--- src/rtl/arm_pkg.sv ---
// Shared definitions for the arm homing sequencer: register map, control/status bit
// positions, error codes and FSM state types.
package arm_pkg;

    localparam logic [7:0] REG_CTRL   = 8'd0;
    localparam logic [7:0] REG_STATUS = 8'd1;
    localparam logic [7:0] REG_DIV    = 8'd2;
    localparam logic [7:0] REG_STEPS  = 8'd3;

    localparam int unsigned CTRL_GO  = 7;
    localparam int unsigned CTRL_DIS = 6;
    localparam int unsigned CTRL_DIR = 5;
    localparam int unsigned CTRL_POL = 4;

    localparam int unsigned STAT_STEPPING = 0;
    localparam int unsigned STAT_FAULT    = 1;
    localparam int unsigned STAT_LIMIT    = 2;

    localparam logic [1:0] ERR_NONE     = 2'd0;
    localparam logic [1:0] ERR_NO_LIMIT = 2'd1;
    localparam logic [1:0] ERR_FAULT    = 2'd2;
    localparam logic [1:0] ERR_ABORT    = 2'd3;

    typedef enum logic [1:0] {BmIdle, BmSetup, BmSel, BmGap} bm_state_e;

    typedef enum logic [3:0] {
        StIdle, StSeekDiv, StSeekSteps, StSeekCtrl, StSeekWait, StSeekPoll,
        StStop, StBoDiv, StBoSteps, StBoCtrl, StBoWait, StBoPoll,
        StDone, StFailSteps, StFailCtrl
    } seq_state_e;

    // Bit 3 is reserved-zero; the microstep field fills bits [2:0].
    function automatic logic [31:0] ctrl_word(input logic go, input logic dis, input logic dir,
                                              input logic [2:0] microstep);
        logic [31:0] w;
        w           = 32'd0;
        w[2:0]      = microstep;
        w[CTRL_POL] = 1'b1;
        w[CTRL_DIR] = dir;
        w[CTRL_DIS] = dis;
        w[CTRL_GO]  = go;
        return w;
    endfunction

endpackage

--- src/rtl/arm_bus_master.sv ---
// Single-transaction register bus master: one setup cycle, select high 2 (write) or
// 3 (read) cycles, then one idle cycle during which ack pulses.
module arm_bus_master
    import arm_pkg::*;
(
    input  logic        clk_i,
    input  logic        rst_i,
    input  logic        req_i,
    input  logic        rw_i,
    input  logic [7:0]  addr_i,
    input  logic [31:0] wdata_i,
    output logic        ack_o,
    output logic [31:0] rdata_o,
    output logic [7:0]  bus_addr_o,
    output logic [31:0] bus_wdata_o,
    output logic        bus_rw_o,
    output logic        bus_select_o,
    input  logic [31:0] bus_rdata_i
);

    bm_state_e   st_q, st_d;
    logic        sel_q, sel_d;
    logic        rw_q, rw_d;
    logic [7:0]  addr_q, addr_d;
    logic [31:0] wdata_q, wdata_d;
    logic [31:0] rdata_q, rdata_d;
    logic [1:0]  cnt_q, cnt_d;

    always_ff @(posedge clk_i) begin
        if (rst_i) begin
            st_q    <= BmIdle;
            sel_q   <= 1'b0;
            rw_q    <= 1'b1;
            addr_q  <= 8'd0;
            wdata_q <= 32'd0;
            rdata_q <= 32'd0;
            cnt_q   <= 2'd0;
        end else begin
            st_q    <= st_d;
            sel_q   <= sel_d;
            rw_q    <= rw_d;
            addr_q  <= addr_d;
            wdata_q <= wdata_d;
            rdata_q <= rdata_d;
            cnt_q   <= cnt_d;
        end
    end

    always_comb begin
        st_d    = st_q;
        sel_d   = sel_q;
        rw_d    = rw_q;
        addr_d  = addr_q;
        wdata_d = wdata_q;
        rdata_d = rdata_q;
        cnt_d   = cnt_q;
        case (st_q)
            BmIdle: begin
                if (req_i) begin
                    rw_d    = rw_i;
                    addr_d  = addr_i;
                    wdata_d = wdata_i;
                    st_d    = BmSetup;
                end
            end
            BmSetup: begin
                sel_d = 1'b1;
                cnt_d = 2'd0;
                st_d  = BmSel;
            end
            BmSel: begin
                cnt_d = cnt_q + 2'd1;
                if (cnt_q == (rw_q ? 2'd2 : 2'd1)) begin
                    sel_d = 1'b0;
                    st_d  = BmGap;
                    if (rw_q) begin
                        rdata_d = bus_rdata_i;
                    end
                end
            end
            BmGap:   st_d = BmIdle;
            default: st_d = BmIdle;
        endcase
    end

    assign ack_o        = (st_q == BmGap);
    assign rdata_o      = rdata_q;
    assign bus_addr_o   = addr_q;
    assign bus_wdata_o  = wdata_q;
    assign bus_rw_o     = rw_q;
    assign bus_select_o = sel_q;

endmodule

--- src/rtl/arm_homing_sequencer.sv ---
// Homes one arm axis: seek toward the limit switch, stop, back off a fixed step count,
// then report done or an error code. Issues one bus transaction per bus state.
module arm_homing_sequencer
    import arm_pkg::*;
#(
    parameter logic [7:0]  AXIS_HADDR    = 8'h00,
    parameter logic        HOME_DIR      = 1'b0,
    parameter logic [2:0]  MICROSTEP     = 3'd0,
    parameter logic [15:0] POLL_INTERVAL = 16'd1200
) (
    input  logic        clk_12MHz,
    input  logic        reset,
    input  logic        start,
    input  logic        abort,
    input  logic [31:0] seek_div,
    input  logic [31:0] backoff_div,
    input  logic [31:0] max_steps,
    input  logic [31:0] backoff_steps,
    output logic [7:0]  bus_addr,
    output logic [31:0] bus_wdata,
    input  logic [31:0] bus_rdata,
    output logic        bus_rw,
    output logic        bus_select,
    output logic        busy,
    output logic        done,
    output logic        error,
    output logic [1:0]  error_code
);

    seq_state_e  state_q, state_d, nxt;
    logic        pend_q, pend_d;
    logic        abort_q, abort_d;
    logic [15:0] cnt_q, cnt_d;
    logic [1:0]  code_q, code_d, nxt_code;
    logic        error_q, error_d;
    logic [1:0]  error_code_q, error_code_d;

    logic        bm_req, bm_rw, bm_ack, is_bus, is_fail, abort_now;
    logic [7:0]  bm_off;
    logic [31:0] bm_wdata, bm_rdata;
    logic [2:0]  status;
    logic        unused_rdata;

    assign status       = bm_rdata[2:0];
    assign unused_rdata = ^bm_rdata[31:3];
    assign abort_now    = abort_q | abort;
    assign is_fail      = (state_q == StFailSteps) || (state_q == StFailCtrl);

    always_ff @(posedge clk_12MHz) begin
        if (reset) begin
            state_q      <= StIdle;
            pend_q       <= 1'b0;
            abort_q      <= 1'b0;
            cnt_q        <= 16'd0;
            code_q       <= ERR_NONE;
            error_q      <= 1'b0;
            error_code_q <= ERR_NONE;
        end else begin
            state_q      <= state_d;
            pend_q       <= pend_d;
            abort_q      <= abort_d;
            cnt_q        <= cnt_d;
            code_q       <= code_d;
            error_q      <= error_d;
            error_code_q <= error_code_d;
        end
    end

    always_comb begin
        state_d      = state_q;
        pend_d       = pend_q;
        abort_d      = abort_q;
        cnt_d        = cnt_q;
        code_d       = code_q;
        error_d      = error_q;
        error_code_d = error_code_q;
        nxt          = state_q;
        nxt_code     = code_q;
        is_bus       = 1'b0;
        bm_req       = 1'b0;
        bm_rw        = 1'b0;
        bm_off       = REG_CTRL;
        bm_wdata     = 32'd0;
        case (state_q)
            StIdle: begin
                if (start && !abort) begin
                    state_d      = StSeekDiv;
                    error_d      = 1'b0;
                    error_code_d = ERR_NONE;
                    abort_d      = 1'b0;
                end
            end
            StSeekDiv:   begin is_bus = 1'b1; bm_off = REG_DIV;   bm_wdata = seek_div;  nxt = StSeekSteps; end
            StSeekSteps: begin is_bus = 1'b1; bm_off = REG_STEPS; bm_wdata = max_steps; nxt = StSeekCtrl; end
            StSeekCtrl: begin
                is_bus   = 1'b1;
                bm_wdata = ctrl_word(1'b1, 1'b0, HOME_DIR, MICROSTEP);
                nxt      = StSeekWait;
            end
            StSeekWait, StBoWait: begin
                if (abort_now) begin
                    state_d = StFailSteps;
                    code_d  = ERR_ABORT;
                end else if (cnt_q <= 16'd1) begin
                    state_d = (state_q == StSeekWait) ? StSeekPoll : StBoPoll;
                end else begin
                    cnt_d = cnt_q - 16'd1;
                end
            end
            StSeekPoll: begin
                is_bus = 1'b1;
                bm_rw  = 1'b1;
                bm_off = REG_STATUS;
                if (status[STAT_FAULT]) begin
                    nxt = StFailSteps; nxt_code = ERR_FAULT;
                end else if (status[STAT_LIMIT]) begin
                    nxt = StStop;
                end else if (!status[STAT_STEPPING]) begin
                    nxt = StFailSteps; nxt_code = ERR_NO_LIMIT;
                end else begin
                    nxt = StSeekWait;
                end
            end
            StStop: begin
                is_bus = 1'b1;
                bm_off = REG_STEPS;
                nxt    = (backoff_steps == 32'd0) ? StDone : StBoDiv;
            end
            StBoDiv:   begin is_bus = 1'b1; bm_off = REG_DIV;   bm_wdata = backoff_div;   nxt = StBoSteps; end
            StBoSteps: begin is_bus = 1'b1; bm_off = REG_STEPS; bm_wdata = backoff_steps; nxt = StBoCtrl; end
            StBoCtrl: begin
                is_bus   = 1'b1;
                bm_wdata = ctrl_word(1'b1, 1'b0, ~HOME_DIR, MICROSTEP);
                nxt      = StBoWait;
            end
            StBoPoll: begin
                is_bus = 1'b1;
                bm_rw  = 1'b1;
                bm_off = REG_STATUS;
                if (status[STAT_FAULT]) begin
                    nxt = StFailSteps; nxt_code = ERR_FAULT;
                end else if (!status[STAT_STEPPING]) begin
                    nxt = StDone;
                end else begin
                    nxt = StBoWait;
                end
            end
            StDone:      state_d = StIdle;
            StFailSteps: begin is_bus = 1'b1; bm_off = REG_STEPS; nxt = StFailCtrl; end
            StFailCtrl: begin
                is_bus   = 1'b1;
                bm_wdata = ctrl_word(1'b0, 1'b1, HOME_DIR, MICROSTEP);
                nxt      = StIdle;
            end
            default: state_d = StIdle;
        endcase

        // Abort never cuts a transaction short; it is honoured between transactions.
        if (is_bus) begin
            if (!pend_q) begin
                if (abort_now && !is_fail) begin
                    state_d = StFailSteps;
                    code_d  = ERR_ABORT;
                end else begin
                    bm_req = 1'b1;
                    pend_d = 1'b1;
                end
            end else if (bm_ack) begin
                pend_d = 1'b0;
                if (abort_now && !is_fail) begin
                    state_d = StFailSteps;
                    code_d  = ERR_ABORT;
                end else begin
                    state_d = nxt;
                    code_d  = nxt_code;
                    if (state_q == StFailCtrl) begin
                        error_d      = 1'b1;
                        error_code_d = code_q;
                    end
                end
            end
        end

        if (abort && state_q != StIdle) begin
            abort_d = 1'b1;
        end
        if ((state_d == StSeekWait || state_d == StBoWait) && state_d != state_q) begin
            cnt_d = POLL_INTERVAL;
        end
    end

    arm_bus_master u_bus_master (
        .clk_i        (clk_12MHz),
        .rst_i        (reset),
        .req_i        (bm_req),
        .rw_i         (bm_rw),
        .addr_i       (AXIS_HADDR + bm_off),
        .wdata_i      (bm_wdata),
        .ack_o        (bm_ack),
        .rdata_o      (bm_rdata),
        .bus_addr_o   (bus_addr),
        .bus_wdata_o  (bus_wdata),
        .bus_rw_o     (bus_rw),
        .bus_select_o (bus_select),
        .bus_rdata_i  (bus_rdata)
    );

    assign busy       = (state_q != StIdle) && (state_q != StDone);
    assign done       = (state_q == StDone);
    assign error      = error_q;
    assign error_code = error_code_q;

endmodule
--- config.mk ---
export PLATFORM = sky130hd
export DESIGN_NAME = arm_homing_sequencer
export DESIGN_NICKNAME = d
export VERILOG_FILES = /design/src/rtl/arm_pkg.sv /design/src/rtl/arm_bus_master.sv /design/src/rtl/arm_homing_sequencer.sv
export SDC_FILE = /design/constraint.sdc
export NUM_CORES = 1
export LEC_CHECK = 0
export CAP_MARGIN = 15
export CORE_ASPECT_RATIO = 0.6
export CORE_MARGIN = 2
export CORE_UTILIZATION = 45
export CTS_BUF_LIST = sky130_fd_sc_hd__clkbuf_4 sky130_fd_sc_hd__clkbuf_8 sky130_fd_sc_hd__clkbuf_16
export DETAILED_ROUTE_END_ITERATION = 12
export PLACE_DENSITY = 0.89
export SLEW_MARGIN = 20
export SYNTH_ARGS = -nofsm -noshare
export SYNTH_HDL_FRONTEND = slang
export SYNTH_SLANG_ARGS = --single-unit
--- constraint.sdc ---
create_clock -name clk_12MHz -period 7.4 [get_ports clk_12MHz]
set_clock_uncertainty 0.05 [all_clocks]
set_input_delay 1.48 -clock clk_12MHz [delete_from_list [all_inputs] [get_ports clk_12MHz]]
set_output_delay 1.48 -clock clk_12MHz [all_outputs]
set_load 0.01 [all_outputs]
After elaboration in Yosys (flattened, before gate mapping)
Index checks and enable logic that the tools add are counted.
{"block": "classes", "addsub": 2, "magnitude_cmp": 1, "eq_ne": 30, "n_mux": 66, "bitwise": 3, "reduce_logical": 31}
{"op": "$pmux W32 S7", "n": 1}
{"op": "$mux W4", "n": 13}
{"op": "$mux W11", "n": 4}
{"op": "$pmux W4 S11", "n": 1}
{"op": "$mux W2", "n": 21}
{"op": "$eq A4 B4 Y1 const B", "n": 8}
{"op": "$logic_not A32 Y1", "n": 1}
{"op": "$eq A4 B3 Y1 const B", "n": 5}
{"op": "$mux W1", "n": 18}
{"op": "$le A16 B1 Y1 const B", "n": 1}
{"op": "$sub A16 B1 Y16 const B", "n": 1}
{"op": "$pmux W4 S3", "n": 1}
{"op": "$reduce_or A11 Y1", "n": 1}
{"op": "$reduce_and A3 Y1", "n": 3}
{"op": "$eq A4 B2 Y1 const B", "n": 2}
{"op": "$pmux W2 S2", "n": 2}
{"op": "$pmux W2 S4", "n": 1}
{"op": "$reduce_and A2 Y1", "n": 4}
{"op": "$reduce_bool A2 Y1", "n": 4}
{"op": "$reduce_or A2 Y1", "n": 4}
{"op": "$ne A7 B6 Y1 const B", "n": 1}
{"op": "$ne A7 B7 Y1 const B", "n": 1}
{"op": "$mux W3", "n": 2}
{"op": "$ne A2 B1 Y1 const B", "n": 3}
{"op": "22 further kinds", "n": 30}
{"block": "totals", "register_bits": 76, "inputBits": 164, "out_inout_bits": 47}

Logic depth before layout (Yosys ltp)
Gate-level depths: netlist (run 1).
{"block": "logic_depth", "depth_word": 13, "depth_mapped": 10}

Cells and area by module
A second synthesis (run 1) with hierarchy kept.
{"block": "unflattened", "hier_cells": 728, "area_unflattened_um2": 5537.8}
{"module": "arm_bus_master", "instances": 1, "cells_per_inst": 352, "area_each_um2": 2824.0}
{"module": "arm_homing_sequencer", "instances": 1, "cells_per_inst": 376, "area_each_um2": 2713.9}

Least setup slack after synthesis (run 1)
Ideal clock, no wire load.
{"block": "synth_timing", "path_kind": "input -> register", "from": "input port abort", "to": "register cnt_q[0]", "setup_time_ns": 0.138, "t_arrival_ns": 3.287, "t_required_ns": 7.212, "slack_ns": 3.924, "path_stages": 9, "path_buffers": 2, "cell_sequence": "or2_2 > buf_2 > o21a_1 > a311oi_2 > a32oi_1 > or4_4 > a21boi_4 > buf_6 > nor3_2"}
{"block": "synth_between", "elab_chain_cells": 11}
{"element": "start: declaration", "line": "arm_homing_sequencer.sv:14", "text": "input logic abort,"}
{"element": "$logic_not A1 Y1", "line": "arm_homing_sequencer.sv:86", "text": "if (start && !abort) begin"}
{"element": "$logic_and A1 B1 Y1", "line": "arm_homing_sequencer.sv:86"}
{"element": "$mux W4", "line": "arm_homing_sequencer.sv:86"}
{"element": "$pmux W4 S3", "line": "arm_homing_sequencer.sv:84", "text": "case (state_q)"}
{"element": "$mux W4 (on tied branches)", "line": "arm_homing_sequencer.sv:161, arm_homing_sequencer.sv:168"}
{"element": "$mux W4", "line": "arm_homing_sequencer.sv:160", "text": "if (!pend_q) begin"}
{"element": "$mux W4", "line": "arm_homing_sequencer.sv:159", "text": "if (is_bus) begin"}
{"element": "$eq A4 B3 Y1 or $eq A4 B4 Y1 (tied branches)", "line": "arm_homing_sequencer.sv:187", "text": "if ((state_d == StSeekWait || state_d == StBoWait) && state_d != state_q) begin"}
{"element": "$logic_or A1 B1 Y1", "line": "arm_homing_sequencer.sv:187"}
{"element": "$logic_and A1 B1 Y1", "line": "arm_homing_sequencer.sv:187"}
{"element": "$reduce_or A2 Y1 (no line)"}
{"element": "end signal: assignment", "line": "arm_homing_sequencer.sv:62", "text": "cnt_q <= cnt_d;"}
{"element": "end: declaration", "line": "arm_homing_sequencer.sv:33", "text": "logic [15:0] cnt_q, cnt_d;"}
Several ways; a longest one is shown, not always the timed one.
A chain may end at the register's enable or synchronous reset.

Final worst setup path (run 1)
{"block": "layout_timing", "from": "input port backoff_steps[30]", "to": "register cnt_q[1]"}
{"block": "layout_between", "elab_chain_cells": 11}
{"element": "start: declaration", "line": "arm_homing_sequencer.sv:18", "text": "input logic [31:0] backoff_steps,"}
{"element": "$logic_not A32 Y1 *", "line": "arm_homing_sequencer.sv:127", "text": "nxt = (backoff_steps == 32'd0) ? StDone : StBoDiv;"}
{"element": "$mux W4 *", "line": "arm_homing_sequencer.sv:127"}
{"element": "$pmux W4 S11 *", "line": "arm_homing_sequencer.sv:84"}
{"element": "$mux W4 *", "line": "arm_homing_sequencer.sv:170", "text": "if (abort_now && !is_fail) begin"}
{"element": "$mux W4 *", "line": "arm_homing_sequencer.sv:168", "text": "end else if (bm_ack) begin"}
{"element": "$mux W4 *", "line": "arm_homing_sequencer.sv:160"}
{"element": "$mux W4 *", "line": "arm_homing_sequencer.sv:159"}
{"element": "$eq A4 B3 Y1 or $eq A4 B4 Y1 (tied branches)", "line": "arm_homing_sequencer.sv:187"}
{"element": "$logic_or A1 B1 Y1", "line": "arm_homing_sequencer.sv:187"}
{"element": "$logic_and A1 B1 Y1 *", "line": "arm_homing_sequencer.sv:187"}
{"element": "$reduce_or A2 Y1 (no line) *"}
Mark *: on every way between the ends. The rest lies on a longest branch, timed or not.

==> flow_summary.json, run 1 <==
{
  "outcome": "finished clean",
  "wirelength_mm": 15.8,
  "wirelength_met1_mm": 6.68,
  "holdBufCountCts": 0,
  "ant_nets": 0,
  "dpl-instance-area_mm2": 0.00605,
  "holdPathStages": 2,
  "cts_max_level": 3,
  "synth_area_mm2": 0.00433,
  "wl_met2_mm": 7.21,
  "cts_tree": "done",
  "grt_max_degree": 71,
  "core.rowCount": 27,
  "r2r_start": "state_q[0]",
  "clk_latency_ns": 0.34,
  "holdCritPathClass": "reg -> reg",
  "fp.dieH_um": 80.0,
  "synth.ff_latch_count": 70,
  "slew_viol_final": 0,
  "grt_pass1_wl_mm": 23.9,
  "period_share": 0.597,
  "final_net_count": 843,
  "fmax_mhz": 226,
  "n_fill_cell": 726,
  "io_pins": 211,
  "rrSetupSlack_ns": 3.70,
  "worstPathRequired_ns": 7.52,
  "relSlewSlack": 0.335,
  "r2r-end": "cnt_q[1]",
  "synthFlopType": "dfxtp_1",
  "yosysUniqueCellTypes": 68,
  "multi_input_area_mm2": 0.00264,
  "tightest_slew_ns": 0.996,
  "hold_slack_ns": 0.425,
  "p_total_uw": 2060,
  "seq_area_frac_synth": 0.324,
  "highest_layer": "met4",
  "cts_sinks": 70,
  "r2r_cells": 8,
  "worst-path-max-fanout": 16,
  "drive_gt1_frac": 0.0768,
  "synth_warnings": 0,
  "critPathKind": "in -> reg",
  "finalHoldViolCount": 0,
  "final_area_mm2": 0.00634,
  "initial_core_util": 0.467,
  "first_global_vias": 4667,
  "avgSynthCellArea_um2": 8.24,
  "irDropWorstVdd_mv": 0.192,
  "die_w_um": 131,
  "routed-wl-met3_mm": 1.73,
  "viasPerCell": 6.03,
  "detailed_place_hpwl_mm": 11.4,
  "crit_path_end": "cnt_q[1]",
  "wl_per_cell_um": 19.6,
  "first_pass_iters": 5,
  "placed_cells": 791,
  "synthToLayoutAreaGrowth_pct": 46.4,
  "portBuffers": 175,
  "setup_violations": 0,
  "rsz0062_at_grt": "false",
  "seq_area_mm2": 0.00140,
  "coreArea_mm2": 0.00926,
  "drcViolationCount": 0,
  "grt_overflow": 0,
  "synth_edf_count": 0,
  "powerDensity_mw_per_mm2": 326,
  "gp_congestion": 1.00,
  "cp-start-kind": "primary input",
  "postCtsSetupRepairBufs": 0,
  "cts-root-buf": "clkbuf_16",
  "cts_buffers": 9,
  "maxCapViolCount": 0,
  "vias": 4876,
  "clockBufferDepth": 2,
  "antenna_found_initial": 1,
  "finalNonFillerCells": 808,
  "cp.arrival_ns": 4.54,
  "syn_inst": 525,
  "dieArea_mm2": 0.0104,
  "setup_tns_ns": 0,
  "cts_resized": 0,
  "cp-end-kind": "flop",
  "crit_path_start": "backoff_steps[30]",
  "clk_pin_slew_worst_paths_ns": 0.06,
  "min_period_ns": 4.42,
  "power_leakage_uw": 0.00215,
  "track_usage": 0.294,
  "drtIter0Drc": 466,
  "ys_async_sr_fraction": 0
}
-- registers in the layout, indices dropped and copies added, names as in the netlist --
register / count
error: 1
u_bus_master.st_q: 2
pend_q: 1
code_q: 2
u_bus_master.bus_addr_o: 2
u_bus_master.rdata_o: 3
u_bus_master.cnt_q: 2
u_bus_master.bus_wdata_o: 32
u_bus_master.bus_select_o: 1
state_q: 4
abort_q: 1
error_code: 2
u_bus_master.bus_rw_o: 1
cnt_q: 16
-- cell families (layout without fill, tap and decap cells) --
logic type	count (synthesis)	count (layout)	synth area share
buf+inv	65	212	0.0758
simple gates	169	169	0.201
mux	5	5	0.0119
xor+xnor	15	15	0.0304
flops	70	70	0.324
other cells	1	7	0.000867
fa+ha+maj	7	7	0.0202
compound gates	193	193	0.336
-- final cells by class --
type	count	area share
clock buffer	10	0.0377
sequential	70	0.221
clock inverter	6	0.00592
tap	130	0.0257
timing repair buffer	182	0.284
inverter	14	0.00829
multi-input combinational	395	0.417
antenna	1	0.000395
-- stage by stage --
| step | worst slack (ns) | util |
|---|---|---|
| final | 2.98 | 0.685 |
| after global placement | 2.74 | 0.654 |
| after CTS | 3.03 | 0.684 |
| after floorplan | 3.92 | - |
| after global routing | 2.80 | 0.685 |
| after detailed placement | 2.69 | 0.654 |
-- critical path: stages --
cell and delay, ns:
clkdlybuf4s50_1 0.52, nor4_1 0.47, nand4_1 0.19, or4_1 0.51
a32oi_1 0.40, o2111ai_1 0.26, a21boi_4 0.57, a2111oi_0 0.13
-- per-layer routing --
layer,GRT usage,up-vias
li1,-,2290
met1,0.379,2288
met2,0.477,279
met3,0.0979,19
met4,0.0713,0
met5,0,-
-- worst min path at each step --
| stage | from | endpoint | slack (ns) |
|---|---|---|---|
| final | u_bus_master.bus_select_o | u_bus_master.bus_select_o | 0.42 |
| after global routing | code_q[1] | code_q[1] | 0.45 |
| after CTS | u_bus_master.bus_select_o | u_bus_master.bus_select_o | 0.43 |
| after detailed placement | u_bus_master.bus_select_o | u_bus_master.bus_select_o | 0.42 |
| after global placement | code_q[1] | code_q[1] | 0.40 |
| after floorplan | code_q[1] | code_q[1] | 0.39 |
-- cells in the mapped netlist, types with 11 or more instances --
library cell | count | area, um^2
o21ai_0 | 19 | 95.1
a21oi_1 | 23 | 115
nor3_1 | 11 | 55.1
nor2_1 | 72 | 270
a311oi_1 | 29 | 254
clkbuf_1 | 27 | 101
inv_1 | 13 | 48.8
a22oi_1 | 58 | 435
nand2_1 | 19 | 71.3
dfxtp_1 | 70 | 1400
nor4_1 | 12 | 75.1
-- cell usage in the layout (no fill, tap or decap), types with 6 or more instances in the layout --
| cell type | synthesis | layout |
|---|---|---|
| a211oi_1 | 7 | 7 |
| a21oi_1 | 23 | 23 |
| a22oi_1 | 58 | 58 |
| a311oi_1 | 29 | 29 |
| a31oi_1 | 6 | 6 |
| buf_4 | 9 | 7 |
| clkbuf_16 | 0 | 9 |
| clkdlybuf4s50_1 | 0 | 174 |
| conb_1 | 1 | 6 |
| dfxtp_1 | 70 | 70 |
| ha_1 | 7 | 7 |
| inv_1 | 13 | 13 |
| nand2_1 | 19 | 19 |
| nand2b_1 | 8 | 8 |
| nand3_1 | 6 | 6 |
| nor2_1 | 72 | 70 |
| nor3_1 | 11 | 9 |
| nor3_2 | 9 | 11 |
| nor4_1 | 12 | 12 |
| o21ai_0 | 19 | 19 |
| xnor2_1 | 10 | 10 |
-- report_power, final --
part           switching, uW  internal, uW
Sequential               113           486
Combinational            586           477
Clock                    167           234
Note: power is estimated with default switching activity, not from simulation.
==> inputs of run 2 (changes only) <==
--- a/config.mk
+++ b/config.mk
@@ -8,10 +8,10 @@
 export CAP_MARGIN = 15
 export CORE_ASPECT_RATIO = 0.6
 export CORE_MARGIN = 2
-export CORE_UTILIZATION = 45
+export CORE_UTILIZATION = 37
 export CTS_BUF_LIST = sky130_fd_sc_hd__clkbuf_4 sky130_fd_sc_hd__clkbuf_8 sky130_fd_sc_hd__clkbuf_16
 export DETAILED_ROUTE_END_ITERATION = 12
-export PLACE_DENSITY = 0.89
+export PLACE_DENSITY = 0.78
 export SLEW_MARGIN = 20
 export SYNTH_ARGS = -nofsm -noshare
 export SYNTH_HDL_FRONTEND = slang
==> constraint.sdc (replaced) <==
create_clock -name clk_12MHz -period 4.03 [get_ports clk_12MHz]
set_clock_uncertainty 0.05 [all_clocks]
set_input_delay 0.806 -clock clk_12MHz [delete_from_list [all_inputs] [get_ports clk_12MHz]]
set_output_delay 0.806 -clock clk_12MHz [all_outputs]
set_load 0.01 [all_outputs]
==> run 2 against run 1 <==
Effect of this change:
- die area grew 21%
- via count grew 1.3%
- clock-buffer cell count is the same
- sequential share of layout area shrank 0.49 points
- critical path depth grew 1
- sequential power grew 82%
- cell count grew 4.5%
- critical path type unchanged
- critical endpoint unchanged
==> flow_summary.json, run 2 (same netlist as run 1, synthesis figures left out) <==
{
  "outcome": "finished clean",
  "holdCritPathClass": "reg -> reg",
  "powerDensity_mw_per_mm2": 612,
  "slew_viol_final": 0,
  "cp-start-kind": "primary input",
  "finalHoldViolCount": 0,
  "largest_register_ffs": 32,
  "cp.arrival_ns": 3.51,
  "detailed_place_hpwl_mm": 11.9,
  "cp_slowest_cell": "nor4_1",
  "layout_common_cells": "clkdlybuf4s50_1 (174), nor2_1 (70), dfxtp_1 (70)",
  "dieArea_mm2": 0.0126,
  "cts_resized": 0,
  "min_period_ns": 3.40,
  "setup_tns_ns": 0,
  "portBuffers": 175,
  "tightest_slew_ns": 1.04,
  "maxCapViolCount": 0,
  "grt_pass1_wl_mm": 24.3,
  "antenna_found_initial": 0,
  "viasPerCell": 5.85,
  "grt_max_degree": 50,
  "synthToLayoutAreaGrowth_pct": 49.7,
  "clk_pin_slew_worst_paths_ns": 0.06,
  "critPathKind": "in -> reg",
  "mostFrequentLayoutCell": "clkdlybuf4s50_1",
  "clockBufferDepth": 2,
  "grt_overflow": 0,
  "critical_path_buf_inv_count": 2,
  "irDropWorstVdd_mv": 0.360,
  "setup_violations": 0,
  "wirelength_mm": 16.2,
  "cts_buffers": 9,
  "drive_gt1_frac": 0.0863,
  "cts_sinks": 70,
  "max_stage_delay_ns": 0.53,
  "track_usage": 0.247,
  "cts_max_level": 3,
  "core.rowCount": 30,
  "cts_tree": "done",
  "n_fill_cell": 992,
  "diodes": 0,
  "final_net_count": 850,
  "holdBufCountCts": 0,
  "path_cells": "clkdlybuf4s50_1 -> nor4_1 -> nand4_1 -> or4_1 -> a32oi_1 -> o2111ai_1 -> a21boi_4 -> buf_12 -> a2111oi_0",
  "wl_per_cell_um": 19.2,
  "fmax_mhz": 294,
  "drtIter0Drc": 465,
  "vias": 4938,
  "rsz0062_at_grt": "false",
  "cts-root-buf": "clkbuf_16",
  "worstPathRequired_ns": 4.14,
  "ant_nets": 0,
  "postCtsSetupRepairBufs": 0,
  "power_leakage_uw": 0.00221,
  "clk_latency_ns": 0.33,
  "utilization": 0.572,
  "cp-end-kind": "flop",
  "gp_congestion": 0.974,
  "worst-path-max-fanout": 16,
  "die_w_um": 144,
  "fp.dieH_um": 87.8,
  "relSlewSlack": 0.304,
  "coreArea_mm2": 0.0113,
  "drcViolationCount": 0,
  "critPathTopFamily": "simple AND/OR/NAND/NOR gates",
  "first_global_vias": 4680,
  "first_pass_iters": 5,
  "io_pins": 211,
  "initial_core_util": 0.382,
  "period_share": 0.844
}
[run 2: changes by cell type in the layout (fill, tap and decap cells not counted), sizes merged]
cell and change:
clkinv -1, buf +7, diode -1, bufinv +2, clkinvlp -1
[run 2: layout make-up]
class                           instances  area (um^2)  share of cell area
Multi-Input combinational cell        395         2640               0.407
Timing Repair Buffer                  189         1860               0.288
Sequential cell                        70         1400               0.216
Clock buffer                           10          239              0.0369
Tap cell                              160          200              0.0309
Clock inverter                          6         85.1              0.0131
Inverter                               14         52.6             0.00811
[run 2: power by group]
part / total [uW] / switching [uW] / internal (uW) / leakage [uW]
clock network: 863 / 306 / 556 / 0.000154
logic: 2010 / 1100 / 911 / 0.00149
registers: 1090 / 195 / 892 / 0.000571
total: 3960 / 1610 / 2360 / 0.00221
[run 2: metal layers]
metal  up-vias  global-route usage  routed length (um)
li1       2311                   -                   -
met2       256               0.391                7160
met4         0              0.0615                 199
met5         -                   0                   0
met3        27              0.0771                1620
met1      2344               0.330                7210
[run 2: worst register-to-register path, stage by stage, from the launching register on]
cell and delay [ns]:
dfxtp_1 0.78, xnor2_1 0.38, o21a_1 0.31, or3_1 0.44, nor2_4 0.21, buf_4 0.47
nor2_1 0.11, a311oi_1 0.29
[run 2: path summary, 6_finish.rpt]
| kind | startpoint | to | slack (ns) | cells past startpoint |
|---|---|---|---|---|
| setup / recovery | backoff_steps[30] | cnt_q[1] | 0.63 | 9 |
| hold / removal | code_q[1] | code_q[1] | 0.43 | 1 |
| hold reg to reg | code_q[1] | code_q[1] | 0.43 | 1 |
| setup reg to reg | state_q[0] | u_bus_master.bus_wdata_o[11] | 0.89 | 7 |
[run 2: stage by stage]
stage / cell area, um^2 / cells / hold slack (ns) / power, uW / setup WS (ns)
floorplan: 4350 / 530 / 0.391 / 2320 / 1.23
global placement: 6150 / 828 / 0.405 / 3010 / 0.400
detailed placement: 6150 / 828 / 0.415 / 3070 / 0.352
CTS: 6480 / 844 / 0.429 / 3950 / 0.700
global route: 6480 / 844 / 0.460 / 4220 / 0.498
finish: 6480 / 844 / 0.427 / 3960 / 0.627
